$ cat src/rtl/riscv_pkg.sv
// rtl/riscv_pkg.sv - shared types and constants for the memory-stage controller
package riscv_pkg;

  typedef enum logic {
    IDLE = 1'b0,
    WAIT = 1'b1
  } mem_state_t;

  localparam logic RESULT_SRC_ALU = 1'b0;
  localparam logic RESULT_SRC_MEM = 1'b1;

  localparam int unsigned TIMEOUT_CYCLES_DEFAULT = 255;

endpackage

$ cat src/rtl/mem_wb_reg.sv
// rtl/mem_wb_reg.sv - MEM/WB pipeline register with bubble-load and capture controls
module mem_wb_reg import riscv_pkg::*; (
  input  logic        clk,
  input  logic        rst,
  input  logic        bubble,
  input  logic        capture,
  input  logic        reg_write_m,
  input  logic        result_src_m,
  input  logic [4:0]  rd_m,
  input  logic [31:0] alu_result_m,
  input  logic [31:0] read_data_m,
  output logic        reg_write_w,
  output logic        result_src_w,
  output logic [4:0]  rd_w,
  output logic [31:0] alu_result_w,
  output logic [31:0] read_data_w
);

  // A bubble only kills the control fields; the data fields keep their last value.
  always_ff @(posedge clk or negedge rst) begin
    if (!rst) begin
      reg_write_w  <= 1'b0;
      result_src_w <= RESULT_SRC_ALU;
      rd_w         <= 5'd0;
      alu_result_w <= 32'd0;
      read_data_w  <= 32'd0;
    end else if (bubble) begin
      reg_write_w  <= 1'b0;
      result_src_w <= RESULT_SRC_ALU;
      rd_w         <= 5'd0;
    end else if (capture) begin
      reg_write_w  <= reg_write_m;
      result_src_w <= result_src_m;
      rd_w         <= rd_m;
      alu_result_w <= alu_result_m;
      read_data_w  <= read_data_m;
    end
  end

endmodule

$ cat src/rtl/memory_cc.sv
// rtl/memory_cc.sv - memory-stage access controller; MEMORY_CC_TIMEOUT_EN enables the wait-state timeout
module memory_cc import riscv_pkg::*; #(
  parameter int unsigned TIMEOUT_CYCLES = TIMEOUT_CYCLES_DEFAULT
) (
  input  logic        clk,
  input  logic        rst,
  input  logic        RegWriteM,
  input  logic        ResultSrcM,
  input  logic        MemWriteM,
  input  logic [4:0]  RDM,
  input  logic [31:0] ALUResultM,
  input  logic [31:0] WriteDataM,
  output logic        dmem_req,
  output logic        dmem_we,
  output logic [31:0] dmem_addr,
  output logic [31:0] dmem_wdata,
  input  logic [31:0] dmem_rdata,
  input  logic        dmem_ack,
  output logic        StallM,
  output logic        RegWriteW,
  output logic        ResultSrcW,
  output logic [4:0]  RDW,
  output logic [31:0] ALUResultW,
  output logic [31:0] ReadDataW,
  output logic [31:0] ResultW,
  output logic        bus_err
);

  mem_state_t  state, state_next;
  logic        mem_active;
  logic        is_load;
  logic        req;
  logic        complete;
  logic        timeout;
  logic [31:0] read_data_m;

  assign mem_active = MemWriteM | ResultSrcM;
  assign is_load    = ResultSrcM & ~MemWriteM;

  assign dmem_addr  = {ALUResultM[31:2], 2'b00};
  assign dmem_we    = MemWriteM;
  assign dmem_wdata = WriteDataM;

`ifdef MEMORY_CC_TIMEOUT_EN
  localparam logic [7:0] TIMEOUT_LAST = 8'(TIMEOUT_CYCLES - 1);
  logic [7:0] wait_cnt;
  logic       err_q;

  // An ack on the expiry cycle wins, so the timeout is qualified by !dmem_ack.
  assign timeout = (state == WAIT) && !dmem_ack && (wait_cnt == TIMEOUT_LAST);

  always_ff @(posedge clk or negedge rst) begin
    if (!rst) begin
      wait_cnt <= 8'd0;
      err_q    <= 1'b0;
    end else begin
      wait_cnt <= (state == WAIT && !complete) ? wait_cnt + 8'd1 : 8'd0;
      if (timeout)
        err_q <= 1'b1;
    end
  end

  assign bus_err = err_q;
`else
  assign timeout = 1'b0;
  assign bus_err = 1'b0;
`endif

  always_ff @(posedge clk or negedge rst) begin
    if (!rst)
      state <= IDLE;
    else
      state <= state_next;
  end

  // Upstream holds EX/MEM stable while stalled, so in WAIT the op is known active.
  always_comb begin
    state_next = state;
    req        = 1'b0;
    complete   = 1'b0;
    case (state)
      IDLE: begin
        if (mem_active) begin
          req = 1'b1;
          if (dmem_ack)
            complete = 1'b1;
          else
            state_next = WAIT;
        end
      end
      WAIT: begin
        req = 1'b1;
        if (dmem_ack || timeout) begin
          complete   = 1'b1;
          state_next = IDLE;
        end
      end
    endcase
  end

  // Gating with rst drops the request as soon as reset asserts, even mid-access.
  assign dmem_req = rst & req;
  assign StallM   = rst & req & ~complete;

  assign read_data_m = (is_load && !timeout) ? dmem_rdata : 32'd0;

  mem_wb_reg u_mem_wb_reg (
    .clk          (clk),
    .rst          (rst),
    .bubble       (StallM),
    .capture      (~StallM),
    .reg_write_m  (RegWriteM),
    .result_src_m (ResultSrcM),
    .rd_m         (RDM),
    .alu_result_m (ALUResultM),
    .read_data_m  (read_data_m),
    .reg_write_w  (RegWriteW),
    .result_src_w (ResultSrcW),
    .rd_w         (RDW),
    .alu_result_w (ALUResultW),
    .read_data_w  (ReadDataW)
  );

  assign ResultW = (ResultSrcW == RESULT_SRC_MEM) ? ReadDataW : ALUResultW;

endmodule
$ cat config.mk
export PLATFORM = sky130hd
export DESIGN_NAME = memory_cc
export DESIGN_NICKNAME = d
export VERILOG_FILES = /design/src/rtl/riscv_pkg.sv /design/src/rtl/mem_wb_reg.sv /design/src/rtl/memory_cc.sv
export SDC_FILE = /design/constraint.sdc
export NUM_CORES = 1
export LEC_CHECK = 0
export BUFFER_PORTS_ARGS = -buffer_cell sky130_fd_sc_hd__buf_2
export CAP_MARGIN = 20
export CELL_PAD_IN_SITES_DETAIL_PLACEMENT = 1
export CELL_PAD_IN_SITES_GLOBAL_PLACEMENT = 1
export CORE_MARGIN = 5
export CORE_UTILIZATION = 31
export DETAILED_ROUTE_END_ITERATION = 7
export HOLD_SLACK_MARGIN = 0.05
export PLACE_DENSITY_LB_ADDON = 0.1
export SLEW_MARGIN = 20
export SYNTH_ARGS = -nofsm -noshare
export SYNTH_HDL_FRONTEND = slang
export SYNTH_SLANG_ARGS = --single-unit
$ cat constraint.sdc
create_clock -name clk -period 2.1 [get_ports clk]
set_input_delay 0.42 -clock clk [delete_from_list [all_inputs] [get_ports clk]]
set_output_delay 0.42 -clock clk [all_outputs]
set_load 0.1 [all_outputs]
======== Yosys cells after proc, flatten, opt, wreduce, memory -nomap -nowiden ========
Cells that the tools add are included.
cells by class
  multiplexer cells ....................... 13
  bitwise operators ....................... 7
operators by type and width
  cell                                count
  two-way mux 32 bit                  2
  two-way mux 1 bit                   7
  one-hot mux 1 bit (2 select lines)  3
  two-way mux 5 bit                   1
  bitwise AND 1 bit                   3
  inverter 1 bit                      3
  bitwise OR 1 bit                    1
word-level totals
  output and inout port bits .............. 171
  register bits ........................... 72
  logic and storage cells ................. 26

======== Longest topological paths before layout ========
Gate-level depths: netlist of the first run.
  depth in word-level cells ............... 6
  mapped depth ............................ 5
  mapped depth without buffers ............ 4

======== Hierarchy ========
A second synthesis of the first run with hierarchy kept.
unflattened totals
  cells, all modules ...................... 304
  area, all modules ....................... 4319.1 µm²
by module, submodules not included
  module      cells each  seq. area each (µm²)  instances  area each (µm²)
  mem_wb_reg  159         1776.7                1          2995.4
  memory_cc   145         25.0                  1          1323.8

======== Least setup slack after synthesis of the first run ========
OpenSTA, ideal clock, no wires.
  kind .................................... reg-to-output
  from .................................... register u_mem_wb_reg.result_src_w
  to ...................................... output port ResultW[29]
  setup slack ............................. -422 ps
  data arrival time ....................... 2102 ps
  required time ........................... 1680 ps
  path buffers ............................ 2
  cell stages (with the launch flop) ...... 4
  cell sequence ........................... dfrtp_1 > clkbuf_1 > buf_2 > mux2_1
between the ends
  cells in the longest elaborated chain, start to end .. 1
RTL lines
  item                    line              RTL
  from (decl)             mem_wb_reg.sv:13  output logic result_src_w,
  from (signal assigned)  mem_wb_reg.sv:33  result_src_w <= result_src_m;
  two-way mux 32 bit      memory_cc.sv:124  assign ResultW = (ResultSrcW == RESULT_SRC_MEM) ? ReadDataW : ALUResultW;
  to (decl)               memory_cc.sv:25   output logic [31:0] ResultW,
No other way between the ends.

======== Worst setup path in the final report of the first run ========
  from .................................... register u_mem_wb_reg.result_src_w
  to ...................................... output port ResultW[23]
Same word-level chain as after synthesis.

==> results.md, run 1 <==
Outcome:
- The run finished with clean final reports.

Worst hold path:
- Along the worst hold path, the cell count comes to 2.
- The startpoint of the most critical hold path is RDM[0].
- The worst hold path endpoint is u_mem_wb_reg.rd_w[0].
- The worst hold-check path type is input port to register.

Global routing:
- The number of antenna violations at the first check in global routing is 1.
- The via count of the first global-routing pass is 2776.
- The overall global routing resource usage is roughly 15%.
- Entering global routing, the biggest net connects 74 pins.
- The total congestion overflow after global routing is 0.
- The wire length of the first global-routing pass is 15.6 mm.

Critical path:
- The type of element launching the critical path is a register.
- The critical path arrival is 1570 ps.
- The endpoint of the worst-slack reg-to-reg timing path is u_mem_wb_reg.alu_result_w[31].
- For flop-to-flop paths, the worst setup slack is 420 ps.
- The worst setup path is captured at an output port.
- On the critical path the largest part of the delay comes from buffers and inverters.
- The maximum fanout count along the critical path is 18.
- The critical path buffer and inverter count is 2.
- Measured in cells, the most critical reg-to-reg path has a length of 4.
- The required time at the worst-slack endpoint is roughly 1700 ps.
- The standard cell with the maximum stage delay on the critical path is mux2_2.
- In this run the number of cells on the critical path is 3.
- In this run the critical register-to-register path is launched from state.
- The largest single stage delay on the critical path is a little over 400 ps.
- The critical path in this run is classified as register to output port.
- The critical path goes through buf_4, mux2_2, buf_12.

Timing:
- In the final timing run, aggregate negative setup slack is 0 ps.
- The worst path in the final design needs a cycle of between 1500 and 2000 ps, including I/O delays and setup.
- Hold timing on the final database bottoms out at a slack of 302 ps.
- Setup repair after global routing left no endpoint under its margin.
- The worst setup margin is 111 ps.
- The headroom to the max-slew limit is a little under two fifths.
- For the final database, setup skew stands at 3.55 ps.
- Setup violations remaining at the end of the flow were counted as 0.
- The final hold violation count is 0.
- The share of the cycle needed by the critical path after routing is 94.7%.
- The count of final max-slew check failures came to 0.
- The maximum operating frequency is 0.503 GHz.
- The slew at the pin closest to its max-slew limit is 945 ps.

Placed design:
- At the placement stage, the worst setup path has a slack of around 210 ps.
- Routability-driven placement finished with a final weighted congestion of 0.708.
- Detailed placement finished with a half-perimeter wire length of about 8.2 mm.
- The number of port buffers is 210.

Detailed routing:
- The length of the first detailed-routing pass in iterations is 4.
- Using the TritonRoute via totals, the vias-per-cell ratio works out to 4.55.
- The post-detailed-route DRC marker count is 0.
- Wires add up to 10.7 mm.
- For this block, the via count after detailed routing is 2564.
- In the final routed layout, each cell accounts on average for between 15 and 20 µm.
- The number of DRC markers in iteration 0 is 60.
- The detail route stage leaves a number of antenna-violating nets equal to 0.

Clock network:
- The maximum number of buffers from clock root to sink is 2.
- The clock slew at the register clock pins of the worst setup and hold paths is 60 ps.
- In this run the post-CTS setup repair buffer count came out at 0.
- TritonCTS created 9 clock buffers.
- The number of sinks handled by clock tree synthesis is 72.
- The clock reaches the later pin of the worst-skew pair after 320 ps.
- The TritonCTS clock tree is built.
- CTS built an H-tree with a depth of 3.
- The root buffer cell chosen for the clock tree is clkbuf_16.

Final layout:
- The post-route netlist has 72.1% of its cells at a drive strength greater than 1.
- The final layout contains approximately 520 nets.
- Relative to the synthesized area, the layout overhead comes to 43.4%.

Yosys:
- The cell type contributing the most total cell area after synthesis is dfrtp_1.
- The mean instance size in the synthesized netlist is 13.5 µm².
- The share of flip-flops with an asynchronous set or reset is 100%.
- The post-synthesis cell count is 264.
- Yosys printed 0 warnings.
- By area the synthesized netlist is led by dfrtp_1 (51%), mux2_2 (15%), buf_4 (14%), a22o_1 (7.9%), mux2_4 (5.9%).
- The fraction of post-synthesis cell area in the top cell type by area is between 50% and 60%.
- The number of synthesized register bits is ~70.
- The number of enable-type register cells in the synthesized netlist is 0.
- The cell area after synthesis is 0.00357 mm².
- The dominant synthesized flop cell is dfrtp_1.
- The most common cell in the netlist is dfrtp_1.
- Summing the sequential cell areas from Yosys gives 50.5% of the chip area.
- The number of different library cells used by synthesis comes to 20.
- By count the netlist is led by dfrtp_1 (72), buf_4 (67), mux2_2 (49).

Floorplan:
- The top-level port count is approximately 280.
- The initial utilization of the core area, before any placement, comes to a little under a third.
- The die is 117 µm tall.
- The floorplan die area is 0.0138 mm².
- The total area inside the core boundary comes to 0.0114 mm².
- After floorplanning, the core was divided into 39 placement rows.
- The horizontal die dimension is ~120 µm.

Power:
- The total power after layout is 5330 µW.
- The power density over the cells is between 1000 and 1500 mW/mm².
- The leakage component of the power is 0.00265 µW.
- The maximum VDD drop is roughly 440 µV.

Job:
- The number of max-cap violations is 0.
-- kinds of logic after synthesis --
logic type,synth area share [%]
buffers and inverters,16.8
DFF,50.5
muxes,21.7
AOI/OAI and AO/OA,7.86
and+or+nand+nor,3.09
other,0.105
-- report_power, final --
group / switching [µW] / internal (µW) / leakage, µW
Clock: 555 / 946 / 0.000146
Sequential: 69.7 / 1480 / 0.000902
Combinational: 1730 / 555 / 0.00161
-- timing repair --
item / in CTS / in global routing
endpoints found under the setup margin: 0 / 1
hold buffers: 0 / 0
gates resized for setup: 0 / 1
hold endpoints to repair: 0 / 0
-- flip-flops by register name (all words and copies together) (netlist names) --
name	flops
u_mem_wb_reg.alu_result_w	32
u_mem_wb_reg.rd_w	5
u_mem_wb_reg.read_data_w	32
state	1
u_mem_wb_reg.reg_write_w	1
u_mem_wb_reg.result_src_w	1
-- cells in the final DEF, fill, tap and decap left out, drive strengths merged --
cell type and count:
conb 3, mux2 64, buf 217, nand2b 2, clkbuf 12, inv 1
nor3 1, nor3b 1, nor2b 2, bufinv 1, and2 7, diode 1
dfrtp 72, nor2 1, clkinv 3, a22o 32
-- cell type report --
cell class	instances	area, µm²
multi-input cells	113	1190
inverters	1	3.75
repair buffers	217	1640
flip-flops and latches	72	1800
fillers	1221	6260
well taps	143	179
clock buffers	12	246
diodes	1	2.50
clock inverters	4	45.0
-- metal layers --
layer,global-route usage (%),share of wire (%),wire length (µm),vias to the layer above
li1,-,-,-,1159
met1,18.5,37,4020,1243
met2,24.8,50,5330,139
met3,4.22,10,1070,23
met4,6.88,2.8,298,0
met5,0,0,0,-
-- metrics by stage --
step                      cell area (µm²)  util, %  std cells
after floorplan                      3580        -        266
after global placement               4810     42.3        546
after detailed placement             4810     42.3        546
after CTS                            5100     44.9        562
after global routing                 5110     45.0        563
final                                5110     45.0        563
-- worst max path at each step --
stage / end / startpoint / slack (ps)
after floorplan: ResultW[10] / u_mem_wb_reg.result_src_w / 4
after global placement: u_mem_wb_reg.alu_result_w[3] / MemWriteM / 270
after detailed placement: u_mem_wb_reg.alu_result_w[31] / MemWriteM / 210
after CTS: StallM / state / 70
after global routing: StallM / state / 30
final: ResultW[23] / u_mem_wb_reg.result_src_w / 110
Note: power is estimated with default switching activity, not from simulation.
==> inputs of run 2 (changes only) <==
--- a/config.mk
+++ b/config.mk
@@ -9,7 +9,7 @@
 export CAP_MARGIN = 20
 export CELL_PAD_IN_SITES_DETAIL_PLACEMENT = 1
 export CELL_PAD_IN_SITES_GLOBAL_PLACEMENT = 1
-export CORE_MARGIN = 5
+export CORE_MARGIN = 2
 export CORE_UTILIZATION = 31
 export DETAILED_ROUTE_END_ITERATION = 7
 export HOLD_SLACK_MARGIN = 0.05
==> constraint.sdc (replaced) <==
create_clock -name clk -period 2.6 [get_ports clk]
set_input_delay 0.52 -clock clk [delete_from_list [all_inputs] [get_ports clk]]
set_output_delay 0.52 -clock clk [all_outputs]
set_load 0.1 [all_outputs]
==> run 2 against run 1 <==
- routed wire length is 6.0% lower
- first-iteration DRC count is 20% lower
- sequential share of layout area is 0.19 points higher
- critical endpoint is now StallM
- largest cell class unchanged
- highest routed layer unchanged
==> results.md, run 2 (synthesis gave the netlist of run 1 again) <==
Placed design:
- The placed wire-length estimate is 7.49 mm (-8.6%).
- The routability congestion estimate was 0.758 (+7.0%).
- The number of port buffers is 210 (unchanged).

Detailed routing:
- The number of DRC markers in iteration 0 is 48 (-20%).
- The via density per instance is 4.60 (+1.0%).
- The post-detailed-route DRC marker count is 0 (unchanged).
- The length of the first detailed-routing pass in iterations is 4 (unchanged).
- The total wire length came to 10.1 mm (-6.0%).
- The overall via count from detail_route is 2585 (+0.82%).
- The final antenna-violating net count is 0 (unchanged).
- The average detailed-routed wire length per instance came to 17.9 µm (-5.8%).

Critical path:
- STA classifies the critical path endpoint as an output port.
- STA classifies the critical path startpoint as an input port.
- The critical path arrival was 1810 ps (+240 ps).
- The required time at the worst-slack endpoint came to 2080 ps (+400 ps).
- The maximum fanout count along the critical path came to 10 (-8).
- The critical path in this run is classified as input port to output port.

Global routing:
- The total congestion overflow after global routing is 0 (unchanged).
- The wire length of the first global-routing pass came to 15.7 mm (+0.35%).
- The pin count of the biggest net entering global routing was 67 (-9.5%).
- The overall global routing resource usage is 16.4% (+1.3 points).
- The via count of the first global-routing pass is 2752 (-0.86%).
- The number of antenna violations at the first check in global routing is 0 (-1).

Floorplan:
- The floorplan die area is 0.0124 mm² (-10%).
- The number of rows created at floorplan is 39 (unchanged).
- The horizontal die dimension was 111 µm (-5.1%).
- The initial cell density of the core was 31.5% (+0.14 points).
- The area of the core region is 0.0113 mm² (-0.43%).
- The top-level port count was 278 (unchanged).
- The height of the die was 111 µm (-5.1%).

Clock network:
- The clock insertion delay at the later pin of the skew report is 330 ps (about the same).
- The number of sinks handled by clock tree synthesis is 72 (unchanged).
- The number of levels the H-tree was split into came to 3 (unchanged).
- The clock tree root driver cell is clkbuf_16.
- The number of clock buffers inserted by TritonCTS is 9 (unchanged).
- The number of gates given a new drive strength after cts is 0 (unchanged).
- The TritonCTS clock tree is built.
- The maximum number of buffers from clock root to sink came to 2 (unchanged).
- The clock slew at the register clock pins of the worst setup and hold paths came to 50 ps (about the same).

Final layout:
- The most frequent standard cell in the layout excluding fill and tap cells is buf_2.
- The largest registers in the layout are u_mem_wb_reg.alu_result_w: 32 flops, u_mem_wb_reg.read_data_w: 32 flops, u_mem_wb_reg.rd_w: 5 flops.
- The signed area change from the synthesized netlist to the final layout is 42.5%.
- The share of post-route cells with drive strength above 1 was 71.1% (-0.95 points).
- The library cells used most frequently in the layout, excluding fill and tap cells, are buf_2 (174), dfrtp_1 (72), mux2_2 (50).
- The final net count is 523 (+0.38%).
- The number of inserted diodes came to 0 (-1).

Power:
- The leakage component of the power came to 0.00264 µW (-0.41%).
- The maximum VDD drop is 317 µV (-27%).
- The power density over the cells is 825 mW/mm² (-21%).

Outcome:
- The flow ran to the end, and the final reports show no timing, DRC or antenna violations.

Timing:
- The headroom to the max-slew limit is 42.5% (+5.5 points).
- The number of setup violations in the final report is 0 (unchanged).
- The maximum operating frequency is 0.430 GHz.
- The post-layout minimum cycle time is between 2000 and 2500 ps.
- Setup repair after global routing left no endpoint under its margin.
- The worst clock skew is 2.55 ps (-1.01 ps).
- The worst hold-check slack is 397 ps (+95.0 ps).
- The count of final max-slew check failures was 0 (unchanged).
- The final-layout setup total negative slack is 0 ps (unchanged).
- The share of the cycle needed by the critical path after routing is 89.5%.
- The final hold violation count is 0 (unchanged).
- The slew at the pin closest to its max-slew limit is 862 ps (-83.0 ps).

Worst hold path:
- The worst hold-check path type is input port to register.

Job:
- The number of max-cap violations was 0 (unchanged).
[run 2: metal layers]
| layer | global-route usage (%) | share of wire, % | vias up |
|---|---|---|---|
| li1 | - | - | 1155 |
| met1 | 20.6 | 41 | 1257 |
| met2 | 25.6 | 48 | 144 |
| met3 | 4.54 | 8.1 | 29 |
| met4 | 9.05 | 3.3 | 0 |
| met5 | 0 | 0 | - |
[run 2: cell type report]
cell class                      count  area, µm²
Clock buffer                       13        250
Clock inverter                      1       5.00
Fill cell                        1231       6240
Inverter                            1       3.75
Multi-Input combinational cell    113       1180
Sequential cell                    72       1800
Tap cell                          143        179
Timing Repair Buffer              219       1660
[run 2: worst paths after layout]
kind	endpoint	slack, ps	startpoint	cells past startpoint
max	StallM	270	rst	6
min	u_mem_wb_reg.rd_w[4]	400	RDM[4]	2
max reg2reg	u_mem_wb_reg.alu_result_w[14]	820	state	5
min reg2reg	u_mem_wb_reg.alu_result_w[31]	520	u_mem_wb_reg.alu_result_w[31]	1
max in group asynchronous	u_mem_wb_reg.read_data_w[3]	940	rst	3
min in group asynchronous	u_mem_wb_reg.read_data_w[19]	570	rst	2
[run 2: critical path, cell delays in order]
cell and delay, ps:
dlygate4sd3_1 530, buf_4 190, nor2b_4 230, nand2b_4 80, inv_2 80, buf_12 170
[run 2: repair_timing]
item                                    CTS  global route
setup buffers                             0             1
endpoints found under the setup margin    0             1
endpoints found under the hold margin     6             0
hold buffers                              1             0
[run 2: report_power, final]
| part | internal, µW | switching (µW) |
|---|---|---|
| clock network | 660 | 437 |
| registers | 1200 | 54.6 |
| logic | 450 | 1390 |
| total | 2310 | 1880 |
[run 2: stage by stage]
step	power (µW)	area, µm²	cells	setup slack (ps)	util [%]
floorplan	2890	3570	266	145	-
global placement	3110	4810	546	591	42.5
detailed placement	3120	4810	546	560	42.5
CTS	4240	5070	561	60.8	44.8
global route	4350	5080	562	208	44.9
finish	4190	5080	562	273	44.9
